==> src/rtl/ram_arbiter.sv <==
// ram_arbiter
// Shares the single SDRAM port of sdram_block between NCH masters. Every
// upstream channel and the downstream port use the same busy / rd_ready /
// rd_ack handshake. Arbitration is round-robin (PRIO=0) or fixed priority
// with channel 0 highest (PRIO=1). At most one read is outstanding, and the
// read data is routed back to the channel that issued the read.
//
// Ports
//   clk, rst          : clock, asynchronous active-low reset
//   m_addr/m_wr_data  : per-channel address / write data, channel i at [i*W +: W]
//   m_wr_en/m_rd_en   : per-channel write / read request (write wins if both set)
//   m_busy            : request on channel i is not accepted this cycle
//   m_rd_data/ready   : read data and its valid flag, routed to the owner only
//   m_rd_ack          : owner consumes its read data
//   ram_*             : downstream port towards sdram_block
//   grant             : current or last owning channel (debug)
module ram_arbiter #(
  parameter int NCH  = 2,
  parameter int AW   = 24,
  parameter int DW   = 16,
  parameter int PRIO = 0
) (
  input  logic                     clk,
  input  logic                     rst,
  input  logic [NCH*AW-1:0]        m_addr,
  input  logic [NCH*DW-1:0]        m_wr_data,
  input  logic [NCH-1:0]           m_wr_en,
  input  logic [NCH-1:0]           m_rd_en,
  output logic [NCH-1:0]           m_busy,
  output logic [NCH*DW-1:0]        m_rd_data,
  output logic [NCH-1:0]           m_rd_ready,
  input  logic [NCH-1:0]           m_rd_ack,
  output logic [AW-1:0]            ram_addr,
  output logic [DW-1:0]            ram_wr_data,
  output logic                     ram_wr_en,
  output logic                     ram_rd_en,
  input  logic                     ram_busy,
  input  logic [DW-1:0]            ram_rd_data,
  input  logic                     ram_rd_ready,
  output logic                     ram_rd_ack,
  output logic [$clog2(NCH)-1:0]   grant
);

  localparam int GW = $clog2(NCH);

  typedef enum logic [1:0] {IDLE, GRANT, WAIT_RD} state_t;

  state_t          state_q, state_d;
  logic [GW-1:0]   grant_q, grant_d;
  logic [GW-1:0]   rr_q, rr_d;

  logic [NCH-1:0]  req;
  logic [GW-1:0]   winner;
  logic            found;
  logic [GW:0]     cand;

  logic [AW-1:0]   sel_addr;
  logic [DW-1:0]   sel_wr_data;
  logic            sel_wr;
  logic            sel_rd;
  logic            sel_ack;
  logic            rd_ack;
  logic [GW-1:0]   rr_next;

  assign req   = m_wr_en | m_rd_en;
  assign grant = grant_q;

  // Winner selection. Round-robin scans upward from rr with a manual wrap so
  // the index stays GW bits wide; fixed priority scans downward so the
  // lowest requesting index is the last one written.
  always_comb begin
    winner = '0;
    found  = 1'b0;
    cand   = '0;
    if (PRIO != 0) begin
      for (int i = NCH - 1; i >= 0; i--) begin
        if (req[i]) winner = GW'(i);
      end
    end else begin
      for (int k = 0; k < NCH; k++) begin
        cand = {1'b0, rr_q} + (GW + 1)'(k);
        if (cand >= (GW + 1)'(NCH)) cand = cand - (GW + 1)'(NCH);
        if (!found && req[cand[GW-1:0]]) begin
          winner = cand[GW-1:0];
          found  = 1'b1;
        end
      end
    end
  end

  // Multiplexer picking the granted channel's request fields.
  always_comb begin
    sel_addr    = '0;
    sel_wr_data = '0;
    sel_wr      = 1'b0;
    sel_rd      = 1'b0;
    sel_ack     = 1'b0;
    for (int i = 0; i < NCH; i++) begin
      if (grant_q == GW'(i)) begin
        sel_addr    = m_addr[i*AW +: AW];
        sel_wr_data = m_wr_data[i*DW +: DW];
        sel_wr      = m_wr_en[i];
        sel_rd      = m_rd_en[i];
        sel_ack     = m_rd_ack[i];
      end
    end
  end

  assign rr_next = (grant_q == GW'(NCH - 1)) ? '0 : grant_q + GW'(1);

  // Next state and outputs. All outputs derive from the registered state so
  // an asynchronous reset drives them to their idle values immediately.
  always_comb begin
    state_d     = state_q;
    grant_d     = grant_q;
    rr_d        = rr_q;
    m_busy      = '1;
    m_rd_data   = '0;
    m_rd_ready  = '0;
    ram_addr    = '0;
    ram_wr_data = '0;
    ram_wr_en   = 1'b0;
    ram_rd_en   = 1'b0;
    rd_ack      = 1'b0;
    case (state_q)
      IDLE: begin
        if (|req) begin
          grant_d = winner;
          state_d = GRANT;
        end
      end
      GRANT: begin
        ram_addr    = sel_addr;
        ram_wr_data = sel_wr_data;
        ram_wr_en   = sel_wr;
        ram_rd_en   = sel_rd & ~sel_wr;
        for (int i = 0; i < NCH; i++) begin
          if (grant_q == GW'(i)) m_busy[i] = ram_busy;
        end
        if (sel_wr || sel_rd) begin
          if (!ram_busy) begin
            rr_d    = rr_next;
            state_d = sel_wr ? IDLE : WAIT_RD;
          end
        end else begin
          // Withdrawal: nothing was issued and rr keeps its value.
          state_d = IDLE;
        end
      end
      WAIT_RD: begin
        for (int i = 0; i < NCH; i++) begin
          if (grant_q == GW'(i)) begin
            m_rd_data[i*DW +: DW] = ram_rd_data;
            m_rd_ready[i]         = ram_rd_ready;
          end
        end
        rd_ack = sel_ack & ram_rd_ready;
        if (rd_ack) state_d = IDLE;
      end
      default: state_d = IDLE;
    endcase
  end

  assign ram_rd_ack = rd_ack;

  always_ff @(posedge clk or negedge rst) begin
    if (!rst) begin
      state_q <= IDLE;
      grant_q <= '0;
      rr_q    <= '0;
    end else begin
      state_q <= state_d;
      grant_q <= grant_d;
      rr_q    <= rr_d;
    end
  end

endmodule

==> config.mk <==
export PLATFORM = sky130hd
export DESIGN_NAME = ram_arbiter
export DESIGN_NICKNAME = d
export VERILOG_FILES = /design/src/rtl/ram_arbiter.sv
export SDC_FILE = /design/constraint.sdc
export NUM_CORES = 1
export LEC_CHECK = 0
export ABC_AREA = 1
export BUFFER_PORTS_ARGS = -buffer_cell sky130_fd_sc_hd__buf_2
export CORE_AREA = 2 2 72 74
export DETAILED_ROUTE_END_ITERATION = 12
export DIE_AREA = 0 0 74 76
export GPL_TIMING_DRIVEN = 1
export MAX_ROUTING_LAYER = met4
export PLACE_DENSITY = 0.73
export SYNTH_ARGS = -nofsm -noshare
export SYNTH_HDL_FRONTEND = slang
export SYNTH_SLANG_ARGS = --single-unit
==> constraint.sdc <==
create_clock -name clk -period 2.93 [get_ports clk]
set_input_delay 0.1465 -clock clk [delete_from_list [all_inputs] [get_ports clk]]
set_output_delay 0.1465 -clock clk [all_outputs]
set_load 0.01 [all_outputs]
# Yosys cells after proc, flatten, opt, wreduce, memory -nomap -nowiden
# Cells that the tools add are included.
# totals
ff_bits	4
memories	0
out_inout_bits	80
latchBits	0
wordCells	64
ram_bits	0
romBits	0
input_bits	106
# classes
bitwise_logic	5
n_eq_ne	5
shifts	0
addsub	4
n_mul	0
order_cmp	4
div	0
n_mux	35
n_reduce_logical	8
# ops
op	count
$mux 16	4
$mux 24	2
$mux 32	1
$mux 1	20
$mux 2	7
$pmux 2 s3	1
$reduce_and 3->1	2
$lt 1x2->1 const B	2
$ne 2x2->1 const B	2
$ne 3x3->1 const B	1
$add 1x1->2 const B	1
$and 1x1->1	2
$eq 2x1->1 const B	1
$eq 2x2->1 const B	1
$ge 1x2->1 const B	1
$ge 2x2->1 const B	1
$logic_not 2->1	1
$not 1->1	2
$or 2x2->2	1
$reduce_and 2->1	1
$reduce_or 2->1	1
$sub 1x1->1 const B	2
$add 1x1->1 const B	1
$logic_and 1x1->1	1
other kinds (2)	2

# Longest topological paths before layout
# logic_depth
ltp_word	8
depth_mapped	8
ltp_nobuf	7

# Least setup slack after synthesis
# OpenSTA, ideal clock, no wires.
# synth_timing
path_type	register to output
from	register grant_q, in the netlist grant
to	output ram_addr[15]
path_buffers	2
arrival_ns	1.074
stages_incl_launch_ff	6
t_required_ns	2.784
slack_ns	1.709
cell_sequence	dfrtp_1 inv_2 buf_6 buf_2 nand2_1 a21oi_1
# synth_between
elab_chain_len	2
# synth_rtl
element	line	source
start, declared	49	logic [GW-1:0] grant_q, grant_d;
start signal, assigned	173	grant_q <= grant_d;
$mux 24	99	if (grant_q == GW'(i)) begin
$mux 24	125	case (state_q)
end, declared	33	output logic [AW-1:0] ram_addr,
# Every way passes these cells.

# Worst setup path in the final report
# layout_timing
from	register grant_q, in the netlist grant
to	output m_rd_data[2]
# layout_between
elab_chain_len	2
# layout_rtl
element	line	source
$mux 16	152	if (grant_q == GW'(i)) begin
$mux 32	125	
end, declared	30	output logic [NCH*DW-1:0] m_rd_data,
# Every way passes these cells.

==> impl_metrics.sql <==
INSERT INTO impl_metrics (metric_group, metric, value, unit) VALUES
('logic_synthesis', 'yosysSeqAreaShare', '0.0872', ''),
('logic_synthesis', 'synth.lib_cells_used.distinct', '17', ''),
('die', 'core.rowCount', '26', ''),
('sta', 'unrepaired_setup_endpoints_after_global_routing', 'false', ''),
('power', 'cellLeakagePower', '1.46', 'nW'),
('logic_synthesis', 'netlist_area', '0.00115', 'mm2'),
('finish', 'area_added_between_synthesis_and_finish', '84.5', '%'),
('detailed_routing', 'routedWlPerCell', '9.55', 'um'),
('global_routing', 'via_count_of_the_first_global_routing_pass', '1743', ''),
('sta', 'max_freq', '513', 'MHz'),
('global_routing', 'globalRouteTotalUtil', '0.156', ''),
('logic_synthesis', 'post_synth_inst_count', '243', ''),
('finish', 'final_non_filler_cell_total', '487', ''),
('job', 'drv.max_cap_violation_count', '0', ''),
('die', 'initial_utilization', '0.234', ''),
('clock_network', 'cts_tree', 'built', ''),
('detailed_routing', 'ant_nets', '0', ''),
('finish', 'layout_commonest_cell', 'sky130_fd_sc_hd__buf_2', ''),
('logic_synthesis', 'ys_ff_latch', '4', ''),
('clock_network', 'cts.reportedPaths.clkPinSlew', '0.03', 'ns'),
('clock_network', 'cts_root_buf', 'sky130_fd_sc_hd__clkbuf_8', ''),
('critical_path', 'timing.critical_path.arrival', '1.80', 'ns'),
('logic_synthesis', 'post_synthesis_net_count', '349', ''),
('detailed_routing', 'first_pass_iters', '4', ''),
('clock_network', 'cts-hold-fix-buffers', '1', ''),
('place', 'postPlaceCellArea', '0.00207', 'mm2'),
('finish', 'finalNetCount', '525', ''),
('clock_network', 'tritoncts.num_buffers', '3', ''),
('global_routing', 'wire_length_of_the_first_global_routing_pass', '7120', 'um'),
('sta', 'setup_viol_count_final', '0', ''),
('power', 'maximum_vdd_ir_drop', '0.000557', 'V'),
('finish', 'fin_area', '0.00212', 'mm2'),
('die', 'die-width', '74', 'um'),
('power', 'power.density_cell_area', '727', 'mW/mm2'),
('detailed_routing', 'viasPerCell', '4.26', ''),
('die', 'placeableCoreArea', '0.00491', 'mm2'),
('finish', 'antenna_cells', '0', ''),
('critical_path', 'critical_path.max_fanout', '47', ''),
('run_status', 'status', 'completed', ''),
('detailed_routing', 'via_count', '2074', ''),
('critical_path', 'cp.required', '2.78', 'ns'),
('detailed_routing', 'wirelength_routed', '4650', 'um'),
('critical_path', 'startpoint_type', 'flop', ''),
('sta', 'hold_violations', '0', ''),
('global_routing', 'grt.overflow.total', '0', ''),
('global_routing', 'grt_start_max_net_pins', '49', ''),
('clock_network', 'cts.repair_timing.setup_buffer_count', '0', ''),
('sta', 'finalMaxSlewViolations', '0', ''),
('critical_path', 'crit_type', 'flop to output pin', ''),
('sta', 'max-slew-margin-rel', '0.510', ''),
('logic_synthesis', 'adder_and_majority_gate_portion_of_the_synthesized_area', '0', ''),
('logic_synthesis', 'avgSynthCellArea', '4.72', 'um2'),
('die', 'die_area', '0.00562', 'mm2'),
('logic_synthesis', 'combinational_family_with_the_most_area_after_synthesis', 'simple AND/OR/NAND/NOR gates', ''),
('min_path', 'worstHoldPathType', 'primary input to flop', ''),
('place', 'number_of_buffers_inserted_by_port_buffering', '185', ''),
('place', 'detailed_place_hpwl', '3720', 'um'),
('finish', 'post_route_cells_drive_above_1_share', '0.487', ''),
('place', 'globalplace.congestion', '0.799', ''),
('clock_network', 'cts_max_level', '1', ''),
('clock_network', 'clock_network_latency_to_the_later_pin_of_the_worst_skew_pair', '0.22', 'ns'),
('logic_synthesis', 'synth-compound-area-share', '0.188', ''),
('sta', 'hold-worst-slack', '0.247', 'ns'),
('logic_synthesis', 'synth-xor-area-share', '0', ''),
('logic_synthesis', 'muxShareOfSynthArea', '0', ''),
('sta', 'setup-tns-final', '0', 'ns'),
('clock_network', 'max-clock-path-buffers', '2', ''),
('sta', 'final.min_clock_period', '1.95', 'ns'),
('clock_network', 'cts_num_sinks', '4', ''),
('global_routing', 'antenna_found_initial', '0', ''),
('detailed_routing', 'dr.first_iter.drc_count', '46', ''),
('sta', 'tightest_slew', '0.734', 'ns'),
('clock_network', 'ctsResizeCount', '0', ''),
('die', 'number_of_top_level_design_ports', '186', ''),
('detailed_routing', 'drc', '0', ''),
('logic_synthesis', 'synth_simple_gate_area_share', '0.551', ''),
('die', 'die_height', '76', 'um'),
('sta', 'layout_worst_path_cycle_share', '0.665', ''),
('finish', 'most-common-layout-cells', '185 x sky130_fd_sc_hd__buf_2, 96 x sky130_fd_sc_hd__nand2_1, 42 x sky130_fd_sc_hd__nor2_1, 41 x sky130_fd_sc_hd__a21oi_1, 24 x sky130_fd_sc_hd__inv_1', ''),
('logic_synthesis', 'yosysWarningCount', '0', ''),
('place', 'placedCellCount', '483', ''),
('critical_path', 'cp-end-kind', 'output pin', ''),
('sta', 'fin_worst_skew', '0.000905', 'ns');
==> path summary, 6_finish.rpt <==
check / slack, ns / cells after the start / to / from
min in group asynchronous: 0.27 / 2 / rr_q / rst
worst min-delay path: 0.25 / 4 / rr_q / ram_busy
worst max register to register: 1.43 / 7 / state_q[1] / grant
worst min register to register: 0.47 / 2 / rr_q / rr_q
max in group asynchronous: 2.54 / 2 / grant / rst
worst max-delay path: 0.98 / 4 / m_rd_data[2] / grant
==> routing by layer <==
metal,global-route usage,vias to the layer above,part of all wire
met1,0.168,868,0.39
met4,0.0545,0,0.0095
met3,0.0198,4,0.10
met2,0.286,117,0.50
met5,-,-,0
li1,-,1085,-
==> flip-flops by register name, summed over array words and instances (netlist names) <==
register	cells
state_q	2
grant	1
rr_q	1
==> cell usage after synthesis (all sizes together) <==
master,instances,area share
nand2,104,0.37
nor2,45,0.16
a21oi,41,0.18
inv,26,0.085
buf,14,0.083
nand3,5,0.026
dfrtp,4,0.087
clkbuf,2,0.0065
o21ai,2,0.0087
==> stage by stage <==
stage	util	setup slack, ns	total power (W)
floorplan	-	1.71	0.00102
global placement	0.421	1.21	0.00142
detailed placement	0.421	1.15	0.00144
CTS	0.431	0.929	0.00156
global route	0.431	0.760	0.00173
finish	0.431	0.981	0.00154
==> report_power, final <==
group	total, W	internal (W)	leakage [nW]	switching, W
Clock	0.000117	0.0000876	0.0216	0.0000290
Sequential	0.0000995	0.0000837	0.0495	0.0000159
Combinational	0.00132	0.000469	1.39	0.000855
==> kinds of logic after synthesis <==
kind of cell | count (synthesis)
flip-flops | 4
buffers and inverters | 42
AND/OR/NAND/NOR | 154
AO/OA/AOI/OAI | 43
==> critical path: stages (launching register included) <==
cell	delay [ns]
sky130_fd_sc_hd__dfrtp_1	0.37
sky130_fd_sc_hd__inv_2	0.54
sky130_fd_sc_hd__nand2_2	0.35
sky130_fd_sc_hd__nor2_1	0.17
sky130_fd_sc_hd__buf_2	0.15
==> cell type report <==
type,count,area (um2)
clock buffer,3,41.3
fill,513,2800
inverter,26,97.6
multi-input combinational,197,847
sequential,4,100
tap,70,87.6
timing repair buffer,187,943
No activity file was read; power rests on OpenSTA's default activity.
